===== src/rtl/uart_tx_arbiter.sv =====
// uart_tx_arbiter: round-robin burst arbiter sharing one UART transmitter between N_REQ byte sources.
module uart_tx_arbiter #(
  parameter int N_REQ        = 4,
  parameter int MAX_BURST    = 8,
  parameter int IDLE_TIMEOUT = 16,
  parameter int GNT_W        = $clog2(N_REQ)
) (
  input  logic                 clk,
  input  logic                 rst_n,
  input  logic [N_REQ-1:0]     req_valid_i,
  input  logic [N_REQ-1:0]     req_last_i,
  input  logic [8*N_REQ-1:0]   req_data_i,
  output logic [N_REQ-1:0]     req_ready_o,
  input  logic                 tx_busy_i,
  input  logic                 tx_done_i,
  output logic                 tx_start_o,
  output logic [7:0]           tx_data_o,
  output logic                 grant_valid_o,
  output logic [GNT_W-1:0]     grant_id_o
);
  localparam int BW = $clog2(MAX_BURST + 1);
  localparam int IW = $clog2(IDLE_TIMEOUT + 1);
  typedef enum logic [1:0] {IDLE, SEND, LOAD, WAIT} state_e;
  state_e state_q, state_d;
  logic [GNT_W-1:0] rr_q, rr_d, gid_q, gid_d, off, win, nxt;
  logic [GNT_W:0] sum;
  logic [2*N_REQ-1:0] rot;
  logic [BW-1:0] burst_q, burst_d;
  logic [IW-1:0] idle_q, idle_d;
  logic [7:0] data_q, data_d;
  logic last_q, last_d;
  // rot[i] is requester (rr_q + i) mod N_REQ, so the lowest set bit is the winner offset
  always_comb begin
    rot = {req_valid_i, req_valid_i} >> rr_q;
    off = '0;
    for (int i = N_REQ - 1; i >= 0; i--)
      if (rot[i]) off = GNT_W'(i);
    sum = {1'b0, rr_q} + {1'b0, off};
    win = sum >= (GNT_W+1)'(N_REQ) ? GNT_W'(sum - (GNT_W+1)'(N_REQ)) : GNT_W'(sum);
    nxt = gid_q == GNT_W'(N_REQ - 1) ? '0 : gid_q + GNT_W'(1);
  end
  always_comb begin
    state_d = state_q;
    rr_d    = rr_q;
    gid_d   = gid_q;
    burst_d = burst_q;
    idle_d  = idle_q;
    data_d  = data_q;
    last_d  = last_q;
    case (state_q)
      IDLE: if (|req_valid_i) begin
        state_d = SEND;
        gid_d   = win;
        burst_d = '0;
        idle_d  = '0;
      end
      SEND: if (!tx_busy_i && req_valid_i[gid_q]) begin
        data_d  = req_data_i[8*gid_q +: 8];
        last_d  = req_last_i[gid_q];
        idle_d  = '0;
        state_d = LOAD;
      end else if (!req_valid_i[gid_q]) begin
        idle_d = idle_q + IW'(1);
        if (idle_q == IW'(IDLE_TIMEOUT - 1)) begin
          state_d = IDLE;
          rr_d    = nxt;
        end
      end
      LOAD: state_d = WAIT;
      WAIT: if (tx_done_i) begin
        burst_d = burst_q + BW'(1);
        state_d = last_q || burst_q == BW'(MAX_BURST - 1) ? IDLE : SEND;
        rr_d    = last_q || burst_q == BW'(MAX_BURST - 1) ? nxt : rr_q;
      end
      default: state_d = IDLE;
    endcase
  end
  always_ff @(posedge clk or negedge rst_n)
    if (!rst_n) begin
      state_q <= IDLE;
      rr_q    <= '0;
      gid_q   <= '0;
      burst_q <= '0;
      idle_q  <= '0;
      data_q  <= '0;
      last_q  <= 1'b0;
    end else begin
      state_q <= state_d;
      rr_q    <= rr_d;
      gid_q   <= gid_d;
      burst_q <= burst_d;
      idle_q  <= idle_d;
      data_q  <= data_d;
      last_q  <= last_d;
    end
  assign req_ready_o   = (state_q == SEND && !tx_busy_i) ? N_REQ'(1) << gid_q : '0;
  assign tx_start_o    = state_q == LOAD;
  assign tx_data_o     = data_q;
  assign grant_valid_o = state_q != IDLE;
  assign grant_id_o    = gid_q;
endmodule


===== config.mk =====
export PLATFORM = sky130hd
export DESIGN_NAME = uart_tx_arbiter
export DESIGN_NICKNAME = d
export VERILOG_FILES = /design/src/rtl/uart_tx_arbiter.sv
export SDC_FILE = /design/constraint.sdc
export NUM_CORES = 1
export LEC_CHECK = 0
export CAP_MARGIN = 20
export CORE_UTILIZATION = 48
export DETAILED_ROUTE_END_ITERATION = 8
export GPL_ROUTABILITY_DRIVEN = 0
export PLACE_DENSITY = 0.85
export SYNTH_ARGS = -nofsm -noshare
export SYNTH_HDL_FRONTEND = slang
export SYNTH_SLANG_ARGS = --single-unit
export TNS_END_PERCENT = 50

===== constraint.sdc =====
create_clock -name clk -period 5 [get_ports clk]
set_input_delay 1 -clock clk [delete_from_list [all_inputs] [get_ports clk]]
set_output_delay 1 -clock clk [all_outputs]
set_load 0.05 [all_outputs]

# Word-level counts from Yosys, hierarchy flattened
# Index checks and enable logic that the tools add are counted.
[op_classes]
shifts = 3
eq_ne = 14
n_mux = 31
order_cmp = 2
reduce_logical = 16
n_addsub = 5
[op_table]
columns = ["operator", "n"]
rows = [
  ["2-bit 2-to-1 mux", 16],
  ["32-bit by 6-bit variable part select with 8-bit output", 1],
  ["5-bit 2-to-1 mux", 3],
  ["4-bit 2-to-1 mux", 3],
  ["2-bit != test (second input constant)", 6],
  ["5-bit case mux with 2 select lines", 1],
  ["2-bit case mux with 4 select lines", 1],
  ["4-bit case mux with 2 select lines", 1],
  ["2-bit nonzero test", 4],
  ["8-bit by 2-bit right shift with 4-bit output", 1],
  ["2-bit == test (second input constant)", 3],
  ["3-bit != test (second input constant)", 2],
  ["3-bit AND reduction", 2],
  ["6-bit AND reduction", 1],
  ["5-bit by 1-bit adder with 5-bit output (second input constant)", 1],
  ["5-bit by 4-bit == test with 1-bit output (second input constant)", 1],
  ["4-bit by 1-bit adder with 4-bit output (second input constant)", 1],
  ["1-bit binary-select mux with 2-bit select", 2],
  ["4-bit by 3-bit == test with 1-bit output (second input constant)", 1],
  ["2-bit case mux with 2 select lines", 1],
  ["2-bit AND reduction", 2],
  ["4-bit AND reduction", 1],
  ["4-bit OR reduction", 1],
  ["1-bit by 2-bit left shift with 4-bit output (first input constant)", 1],
  ["11 further kinds", 14],
]
[totals]
inputBits = 44
word_cells = 78
register_bits = 24
out_inout_bits = 16

# Longest topological paths before layout
# Gate-level depths: netlist of the first run.
[logic_depth]
depth_word = 8
mapped_depth = 10

# Worst setup path before layout of the first run
# No wires, ideal clock.
[synth_timing]
path_kind = "reg2out"
start = "register gid_q[0], in the netlist grant_id_o[0]"
end = "output port req_ready_o[0]"
stages_incl_launch_ff = 5
setup_slack_ps = 2106
n_path_buf = 1
t_arrival_ps = 1894
cell_sequence = "dfrtp_1 buf_1 inv_1 ha_1 and2_1"
[synth_via]
elab_chain_len = 2
[synth_rtl]
columns = ["item", "line_no", "source"]
rows = [
  ["start: declaration", "25", "logic [GNT_W-1:0] rr_q, rr_d, gid_q, gid_d, off, win, nxt;"],
  ["start signal: assignment", "90", "gid_q <= gid_d;"],
  ["1-bit by 2-bit left shift with 4-bit output", "96", "assign req_ready_o = (state_q == SEND && !tx_busy_i) ? N_REQ'(1) << gid_q : '0;"],
  ["4-bit 2-to-1 mux", "96", ""],
  ["end: declaration", "13", "output logic [N_REQ-1:0] req_ready_o,"],
]
# Every way passes these cells.

# Final worst setup path of the first run
[layout_timing]
start = "input port tx_busy_i"
end = "output port req_ready_o[1]"
[layout_via]
elab_chain_len = 3
[layout_rtl]
columns = ["item", "line_no", "source"]
rows = [
  ["start: declaration", "14", "input logic tx_busy_i,"],
  ["1-bit zero test", "96", ""],
  ["1-bit logical AND", "96", ""],
  ["4-bit 2-to-1 mux", "96", ""],
]
# Every way passes these cells.

==> impl_metrics.prom, run 1 <==
# TYPE chip_impl_metric gauge
chip_impl_metric{name="post_cts_hold_buffer_count",unit=""} 0
chip_impl_metric{name="routed_wire_length",unit="um"} 3930
chip_impl_metric{name="route.detailed.vias_per_inst",unit=""} 5.634
chip_impl_info{name="critical_path.cell_chain",value="clkdlybuf4s50_1, nor2_1, and2_1, clkdlybuf4s50_1"} 1
chip_impl_metric{name="number_of_top_level_pins",unit=""} 60
chip_impl_metric{name="numPortBuffers",unit=""} 59
chip_impl_metric{name="mean_cell_area_of_the_mapped_netlist",unit="um2"} 10.72
chip_impl_metric{name="maxCapViolCount",unit=""} 0
chip_impl_metric{name="worst_skew_pair.late_latency",unit="ps"} 320
chip_impl_metric{name="power.total",unit="uW"} 1221
chip_impl_info{name="outcome",value="finished, final reports clean"} 1
chip_impl_info{name="unrepaired_setup_endpoints_after_global_routing",value="no"} 1
chip_impl_metric{name="cts_sinks",unit=""} 24
chip_impl_info{name="hp-class",value="reg -> reg"} 1
chip_impl_metric{name="reg2reg_slack",unit="ps"} 2340
chip_impl_metric{name="drtAntennaViolNets",unit=""} 0
chip_impl_metric{name="synth_seq_area_share",unit="%"} 36.36
chip_impl_metric{name="first_global_vias",unit=""} 1428
chip_impl_metric{name="final_nets",unit=""} 263
chip_impl_metric{name="register_bit_count_reported_by_yosys",unit=""} 24
chip_impl_metric{name="cpPeakStageDelay",unit="ps"} 810
chip_impl_metric{name="antenna_violations_before_repair",unit=""} 0
chip_impl_metric{name="unique_masters_post_synth",unit=""} 44
chip_impl_metric{name="worstHoldPathCells",unit=""} 1
chip_impl_info{name="cts-root-buf",value="clkbuf_4"} 1
chip_impl_metric{name="pre_cts_ws",unit="ps"} 1226
chip_impl_metric{name="cts_inserted_buffers",unit=""} 3
chip_impl_metric{name="simple_gate_fraction_of_synth_area",unit="%"} 17.42
chip_impl_metric{name="synth_compound_gate_area_share",unit="%"} 12.50
chip_impl_metric{name="core_region_area",unit="um2"} 3153
chip_impl_info{name="worst_path_dominant_cell_family",value="buffers and inverters"} 1
chip_impl_metric{name="synthXorXnorAreaFrac",unit="%"} 1.591
chip_impl_info{name="main_combinational_cell_family_by_area_after_synthesis",value="multiplexers"} 1
chip_impl_metric{name="path_clk_slew",unit="ps"} 140
chip_impl_metric{name="crit_required",unit="ps"} 4000
chip_impl_info{name="cts_tree",value="yes"} 1
chip_impl_metric{name="drv_slew",unit=""} 0
chip_impl_info{name="yosys.area.top_type",value="dfrtp_1"} 1
chip_impl_metric{name="arrival",unit="ps"} 2790
chip_impl_metric{name="cp.depth",unit=""} 4
chip_impl_metric{name="min_period",unit="ps"} 3789
chip_impl_info{name="crit_slowest_cell",value="clkdlybuf4s50_1"} 1
chip_impl_metric{name="routed_wire_length_per_instance",unit="um"} 15.47
chip_impl_metric{name="tritonroute_pass_1_iters",unit=""} 4
chip_impl_metric{name="grt_first_pass_wirelength",unit="um"} 6189
chip_impl_metric{name="final_layout_size_suffix_gt1_share",unit="%"} 9.048
chip_impl_metric{name="htreeDepth",unit=""} 1
chip_impl_metric{name="dr_total_vias",unit=""} 1431
chip_impl_metric{name="grt_start_max_net_pins",unit=""} 25
chip_impl_metric{name="drt_iter0_markers",unit=""} 107
chip_impl_metric{name="initial_util",unit="%"} 52.38
chip_impl_metric{name="final-hold-violation-count",unit=""} 0
chip_impl_metric{name="area.growth.synth_to_final",unit="%"} 40.45
chip_impl_metric{name="floorplan.rows",unit=""} 20
chip_impl_info{name="worst_setup_path_start_kind",value="primary input"} 1
chip_impl_metric{name="clock.fmax",unit="GHz"} 0.2639
chip_impl_metric{name="die_width",unit="um"} 60.66
chip_impl_metric{name="synth.mux.area_fraction",unit="%"} 21.74
chip_impl_metric{name="power_dens_cells",unit="nW/um2"} 526.3
chip_impl_metric{name="dp_hpwl",unit="um"} 3076
chip_impl_metric{name="netlist.area_leader.share",unit="%"} 36.36
chip_impl_metric{name="fp.dieArea",unit="um2"} 3680
chip_impl_metric{name="worst_r2r_path_depth",unit=""} 4
chip_impl_metric{name="globalRouteTotalUtil",unit="%"} 22.82
chip_impl_metric{name="syn_inst",unit=""} 154
chip_impl_metric{name="ctsResizeCount",unit=""} 0
chip_impl_metric{name="mappedNetlistNets",unit=""} 206
chip_impl_metric{name="final.period_utilization",unit="%"} 75.79
chip_impl_metric{name="chip_height",unit="um"} 60.66
chip_impl_metric{name="post-cts-setup-buffer-count",unit=""} 0
chip_impl_info{name="critical_setup_path_kind",value="in -> out"} 1
chip_impl_metric{name="final.setup_skew",unit="ps"} 15.45
chip_impl_metric{name="insertedDiodeCount",unit=""} 0
chip_impl_info{name="synthFlopType",value="dfrtp_1"} 1
chip_impl_info{name="crit_path_frequent_cell",value="clkdlybuf4s50_1"} 1
chip_impl_metric{name="post_synthesis_adder_cell_area_fraction",unit="%"} 6.061
chip_impl_metric{name="globalRouteMet3Util",unit="%"} 6.610
chip_impl_metric{name="timing.critical_path.buf_inv",unit=""} 2
chip_impl_metric{name="synthesized_cell_area",unit="um2"} 1652
chip_impl_metric{name="max-clock-path-buffers",unit=""} 2
chip_impl_info{name="yosys-top-cells-area",value="dfrtp_1, mux4_2, mux2_1"} 1
chip_impl_metric{name="globalRouteOverflowTotal",unit=""} 0
chip_impl_metric{name="worst_case_vdd_ir_drop",unit="mV"} 0.3517
chip_impl_metric{name="number_of_drc_violations_after_detailed_routing",unit=""} 0
chip_impl_metric{name="whs",unit="ps"} 509.9
chip_impl_metric{name="met2_track_demand_over_resource_in_global_routing",unit="%"} 40.19
chip_impl_metric{name="synth-edff-count",unit=""} 0
chip_impl_metric{name="power.static_leakage",unit="uW"} 0.0009476
chip_impl_metric{name="synthArstFlopShare",unit="%"} 100.0
chip_impl_metric{name="timing.setup.tns",unit="ps"} 0
chip_impl_metric{name="ys.warnings.count",unit=""} 0
chip_impl_info{name="globalRoute.busiestLayer",value="met2"} 1
chip_impl_info{name="worst_setup_path_end_kind",value="output port"} 1
chip_impl_metric{name="maximum_fanout_encountered_on_the_critical_timing_path",unit=""} 6
chip_impl_metric{name="relSlewSlack",unit="%"} 42.46
chip_impl_metric{name="use_met1",unit="%"} 27.56
chip_impl_metric{name="worst_slew_pin_slew",unit="ps"} 855.2
chip_impl_metric{name="finalSetupViolCount",unit=""} 0
chip_impl_metric{name="setup_ws",unit="ps"} 1211
-- logic make-up (layout without fill, tap and decap cells) --
kind of cell             Yosys count  in the layout
XOR/XNOR                           3              3
multiplexers                      22             22
buffers and inverters             15             71
flip-flops                        24             24
adder cells (fa/ha/maj)            8              8
AO/OA/AOI/OAI                     30             30
AND/OR/NAND/NOR                   52             52
-- layer usage --
layer  part of all wire (%)  up-vias
li1                       -      681
met1                     41      708
met2                     52       40
met3                    7.0        2
met4                   0.69        0
met5                      0        -
-- worst register-to-register path, cell delays in order (launching register included) --
cell and delay (ps):
dfrtp_1 870, mux4_2 690, a221o_1 440, or3_1 390, a211oi_2 210
-- cells in the final DEF (no fill, tap or decap), types with 2 or more instances in the layout --
cell             instances
clkdlybuf4s50_1         59
dfrtp_1                 24
nand2_1                 12
mux2_1                  11
mux4_2                  10
nor2_1                   8
ha_1                     8
inv_1                    7
and2_1                   6
a21oi_1                  6
o21ai_1                  6
nand3b_1                 4
a211oi_1                 4
nand2b_1                 3
or3_1                    3
clkbuf_4                 3
nor2b_1                  2
o21ai_0                  2
o211ai_1                 2
and3_1                   2
or3b_2                   2
nand3_1                  2
xor2_1                   2
-- metrics by stage --
stage	util (%)	std cells	area [um2]
global placement	71.43	249	2252
floorplan	-	154	1652
finish	73.57	254	2320
detailed placement	71.43	249	2252
CTS	73.10	253	2305
global route	73.57	254	2320
-- flip-flops by register name (all words and copies together), names as in the netlist, named ones only --
name,flops
last_q,1
grant_id_o,2
state_q,1
idle_q,5
burst_q,4
rr_q,2
tx_data_o,8
-- Yosys cell counts (all sizes together), types with 4 or more instances --
library cell / count
dfrtp: 24
nand2: 12
mux2: 11
mux4: 10
ha: 8
nor2: 8
o21ai: 8
inv: 7
a21oi: 6
and2: 6
a211oi: 5
buf: 4
clkbuf: 4
nand3b: 4
-- cell type report --
class / count / area, um2
clock inverter: 1 / 30.03
clock buffer: 3 / 22.52
tap: 44 / 55.05
sequential: 24 / 600.6
timing repair buffer: 60 / 605.6
multi-input combinational: 115 / 979.7
fill: 230 / 833.3
inverter: 7 / 26.28
-- power breakdown --
| part | internal (uW) | switching (uW) |
|---|---|---|
| clock network | 81.1 | 60.2 |
| logic | 313 | 374 |
| registers | 273 | 119 |
-- final timing paths --
kind / end / startpoint
worst max-delay path: req_ready_o[1] / tx_busy_i
worst min-delay path: tx_data_o[4]$_DFFE_PN0P_ / tx_data_o[4]$_DFFE_PN0P_
worst max register to register: idle_q[3]$_DFFE_PN0P_ / grant_id_o[0]$_DFFE_PN0P_
worst min register to register: tx_data_o[4]$_DFFE_PN0P_ / tx_data_o[4]$_DFFE_PN0P_
max in group asynchronous: rr_q[0]$_DFFE_PN0P_ / rst_n
min in group asynchronous: idle_q[0]$_DFFE_PN0P_ / rst_n
Power figures use the tool's default switching activity.
==> run 2: changes to the inputs <==
- CORE_UTILIZATION: 48 -> 40
- PLACE_DENSITY: 0.85 -> 0.76
- clock period: 5 -> 3.05 ns (I/O delays scaled with it)
==> run 2 against run 1 <==
- combinational power increased by 74%
- first-iteration DRC count decreased by 36%
- die area increased by 19%
==> impl_metrics.prom, run 2 (same netlist as run 1, synthesis figures left out) <==
# TYPE chip_impl_metric gauge
chip_impl_metric{name="area.growth.synth_to_final",unit="%"} 43.11
chip_impl_metric{name="dp_hpwl",unit="um"} 3276
chip_impl_info{name="hold_path.startpoint",value="tx_data_o[6]$_DFFE_PN0P_"} 1
chip_impl_metric{name="htreeDepth",unit=""} 1
chip_impl_metric{name="chip_height",unit="um"} 66.26
chip_impl_info{name="reg2reg_from",value="grant_id_o[0]$_DFFE_PN0P_"} 1
chip_impl_metric{name="reg2reg_slack",unit="ps"} 740
chip_impl_metric{name="maxCapViolCount",unit=""} 0
chip_impl_metric{name="largest_register_ffs",unit=""} 8
chip_impl_info{name="worst_setup_path_start_kind",value="primary input"} 1
chip_impl_info{name="hp-class",value="reg -> reg"} 1
chip_impl_metric{name="power.static_leakage",unit="uW"} 0.0009854
chip_impl_metric{name="initial_util",unit="%"} 43.48
chip_impl_metric{name="layout.cells.non_filler",unit=""} 263
chip_impl_metric{name="dr_total_vias",unit=""} 1418
chip_impl_metric{name="number_of_drc_violations_after_detailed_routing",unit=""} 0
chip_impl_metric{name="worst_skew_pair.late_latency",unit="ps"} 260
chip_impl_metric{name="antenna_violations_before_repair",unit=""} 0
chip_impl_metric{name="numPlacedInstances",unit=""} 259
chip_impl_info{name="outcome",value="finished, final reports clean"} 1
chip_impl_metric{name="whs",unit="ps"} 491.6
chip_impl_info{name="unrepaired_setup_endpoints_after_global_routing",value="no"} 1
chip_impl_metric{name="relSlewSlack",unit="%"} 64.12
chip_impl_metric{name="worst_slew_pin_slew",unit="ps"} 536.5
chip_impl_info{name="cts_tree",value="yes"} 1
chip_impl_metric{name="ctsResizeCount",unit=""} 0
chip_impl_metric{name="final_layout_size_suffix_gt1_share",unit="%"} 13.02
chip_impl_metric{name="post-cts-setup-buffer-count",unit=""} 0
chip_impl_info{name="holdPathEnd",value="tx_data_o[6]$_DFFE_PN0P_"} 1
chip_impl_metric{name="final.setup_skew",unit="ps"} 3.734
chip_impl_metric{name="crit_required",unit="ps"} 3240
chip_impl_metric{name="globalRouteTotalUtil",unit="%"} 20.23
chip_impl_metric{name="number_of_top_level_pins",unit=""} 60
chip_impl_info{name="timing.rr.end",value="idle_q[3]$_DFFE_PN0P_"} 1
chip_impl_metric{name="route.detailed.vias_per_inst",unit=""} 5.392
chip_impl_metric{name="max-clock-path-buffers",unit=""} 2
chip_impl_metric{name="routed_wire_length_per_instance",unit="um"} 15.73
chip_impl_info{name="worst_setup_path_end_kind",value="register"} 1
chip_impl_metric{name="core_region_area",unit="um2"} 3799
chip_impl_metric{name="final_nets",unit=""} 268
chip_impl_metric{name="grt_first_pass_wirelength",unit="um"} 6679
chip_impl_metric{name="tritonroute_pass_1_iters",unit=""} 4
chip_impl_metric{name="first_global_vias",unit=""} 1440
chip_impl_metric{name="cts_inserted_buffers",unit=""} 3
chip_impl_metric{name="final.period_utilization",unit="%"} 87.31
chip_impl_metric{name="die_width",unit="um"} 66.26
chip_impl_metric{name="worstHoldPathCells",unit=""} 1
chip_impl_metric{name="post_cts_hold_buffer_count",unit=""} 0
chip_impl_metric{name="fillers",unit=""} 298
chip_impl_info{name="cts-root-buf",value="clkbuf_8"} 1
chip_impl_metric{name="numPortBuffers",unit=""} 59
chip_impl_metric{name="grt_start_max_net_pins",unit=""} 25
chip_impl_metric{name="path_clk_slew",unit="ps"} 80
chip_impl_metric{name="routed_wire_length",unit="um"} 4138
chip_impl_metric{name="arrival",unit="ps"} 2850
chip_impl_info{name="layout_commonest_cell",value="clkdlybuf4s50_1"} 1
chip_impl_metric{name="drtAntennaViolNets",unit=""} 0
chip_impl_metric{name="finalSetupViolCount",unit=""} 0
chip_impl_metric{name="insertedDiodeCount",unit=""} 0
chip_impl_info{name="most-common-layout-cells",value="clkdlybuf4s50_1, dfrtp_1, nand2_1"} 1
chip_impl_metric{name="min_period",unit="ps"} 2663
chip_impl_metric{name="floorplan.rows",unit=""} 22
chip_impl_metric{name="final-hold-violation-count",unit=""} 0
chip_impl_metric{name="fp.dieArea",unit="um2"} 4390
chip_impl_metric{name="maximum_fanout_encountered_on_the_critical_timing_path",unit=""} 5
chip_impl_metric{name="cts_sinks",unit=""} 24
chip_impl_metric{name="clock.fmax",unit="GHz"} 0.3755
chip_impl_metric{name="worst_case_vdd_ir_drop",unit="mV"} 0.5684
chip_impl_metric{name="worst_r2r_path_depth",unit=""} 4
chip_impl_info{name="critical_setup_path_kind",value="in -> reg"} 1
chip_impl_metric{name="drv_slew",unit=""} 0
chip_impl_metric{name="power_dens_cells",unit="nW/um2"} 885.1
chip_impl_metric{name="timing.setup.tns",unit="ps"} 0
chip_impl_metric{name="globalRouteOverflowTotal",unit=""} 0
chip_impl_metric{name="drt_iter0_markers",unit=""} 68
[run 2: changes by cell type in the layout (fill, tap and decap cells not counted), sizes merged]
cell and delta:
buf +9, clkdlybuf4s50 -4
[run 2: critical path, stage by stage]
cell	delay (ps)
clkdlybuf4s50_1	470
inv_1	100
o21ai_0	210
a21oi_1	100
o31a_1	290
ha_1	190
xnor2_1	140
or3_1	320
a311o_1	330
o211ai_1	90
[run 2: area by class of cell]
class,count,area (um2),area share (%)
Clock inverter,1,30.03,1.271
Multi-Input combinational cell,115,979.7,41.45
Tap cell,48,60.06,2.541
Inverter,7,26.28,1.112
Timing Repair Buffer,65,625.6,26.47
Sequential cell,24,600.6,25.41
Clock buffer,3,41.29,1.747
[run 2: per-stage QoR]
step | util (%) | setup WS [ps] | total power [uW] | area (um2)
after global routing | 62.22 | 250.5 | 2230 | 2364
after floorplan | - | 546.5 | 1422 | 1652
final | 62.22 | 387.2 | 2092 | 2364
after CTS | 62.22 | 415.1 | 2107 | 2364
after detailed placement | 60.34 | 141.7 | 1826 | 2292
after global placement | 60.34 | 259.3 | 1779 | 2292
[run 2: layer usage]
metal  vias to the layer above  GRT usage, %  routed length (um)  share of wire [%]
met3                         8         4.483                 123                3.0
met1                       690         25.63                1792                 43
li1                        688             -                   -                  -
met2                        32         34.82                2165                 52
met5                         -             0                   0                  0
met4                         0         4.787                  56                1.4
[run 2: worst max-delay path by stage]
stage / depth (start not counted) / endpoint / startpoint / slack, ps
6_report: 10 / grant_id_o[1]$_DFFE_PN0P_ / req_valid_i[0] / 390
5_1_grt: 10 / grant_id_o[1]$_DFFE_PN0P_ / req_valid_i[0] / 250
4_1_cts: 10 / grant_id_o[1]$_DFFE_PN0P_ / req_valid_i[0] / 420
3_5_place_dp: 10 / grant_id_o[1]$_DFFE_PN0P_ / req_valid_i[0] / 140
3_3_place_gp: 10 / grant_id_o[1]$_DFFE_PN0P_ / req_valid_i[0] / 260
2_1_floorplan: 4 / req_ready_o[0] / grant_id_o[0]$_DFFE_PN0P_ / 550
[run 2: power by group]
group / total (uW) / switching (uW) / internal, uW
Clock: 273 / 97.2 / 175
Sequential: 618 / 169 / 449
Combinational: 1200 / 671 / 530
Total: 2090 / 938 / 1150
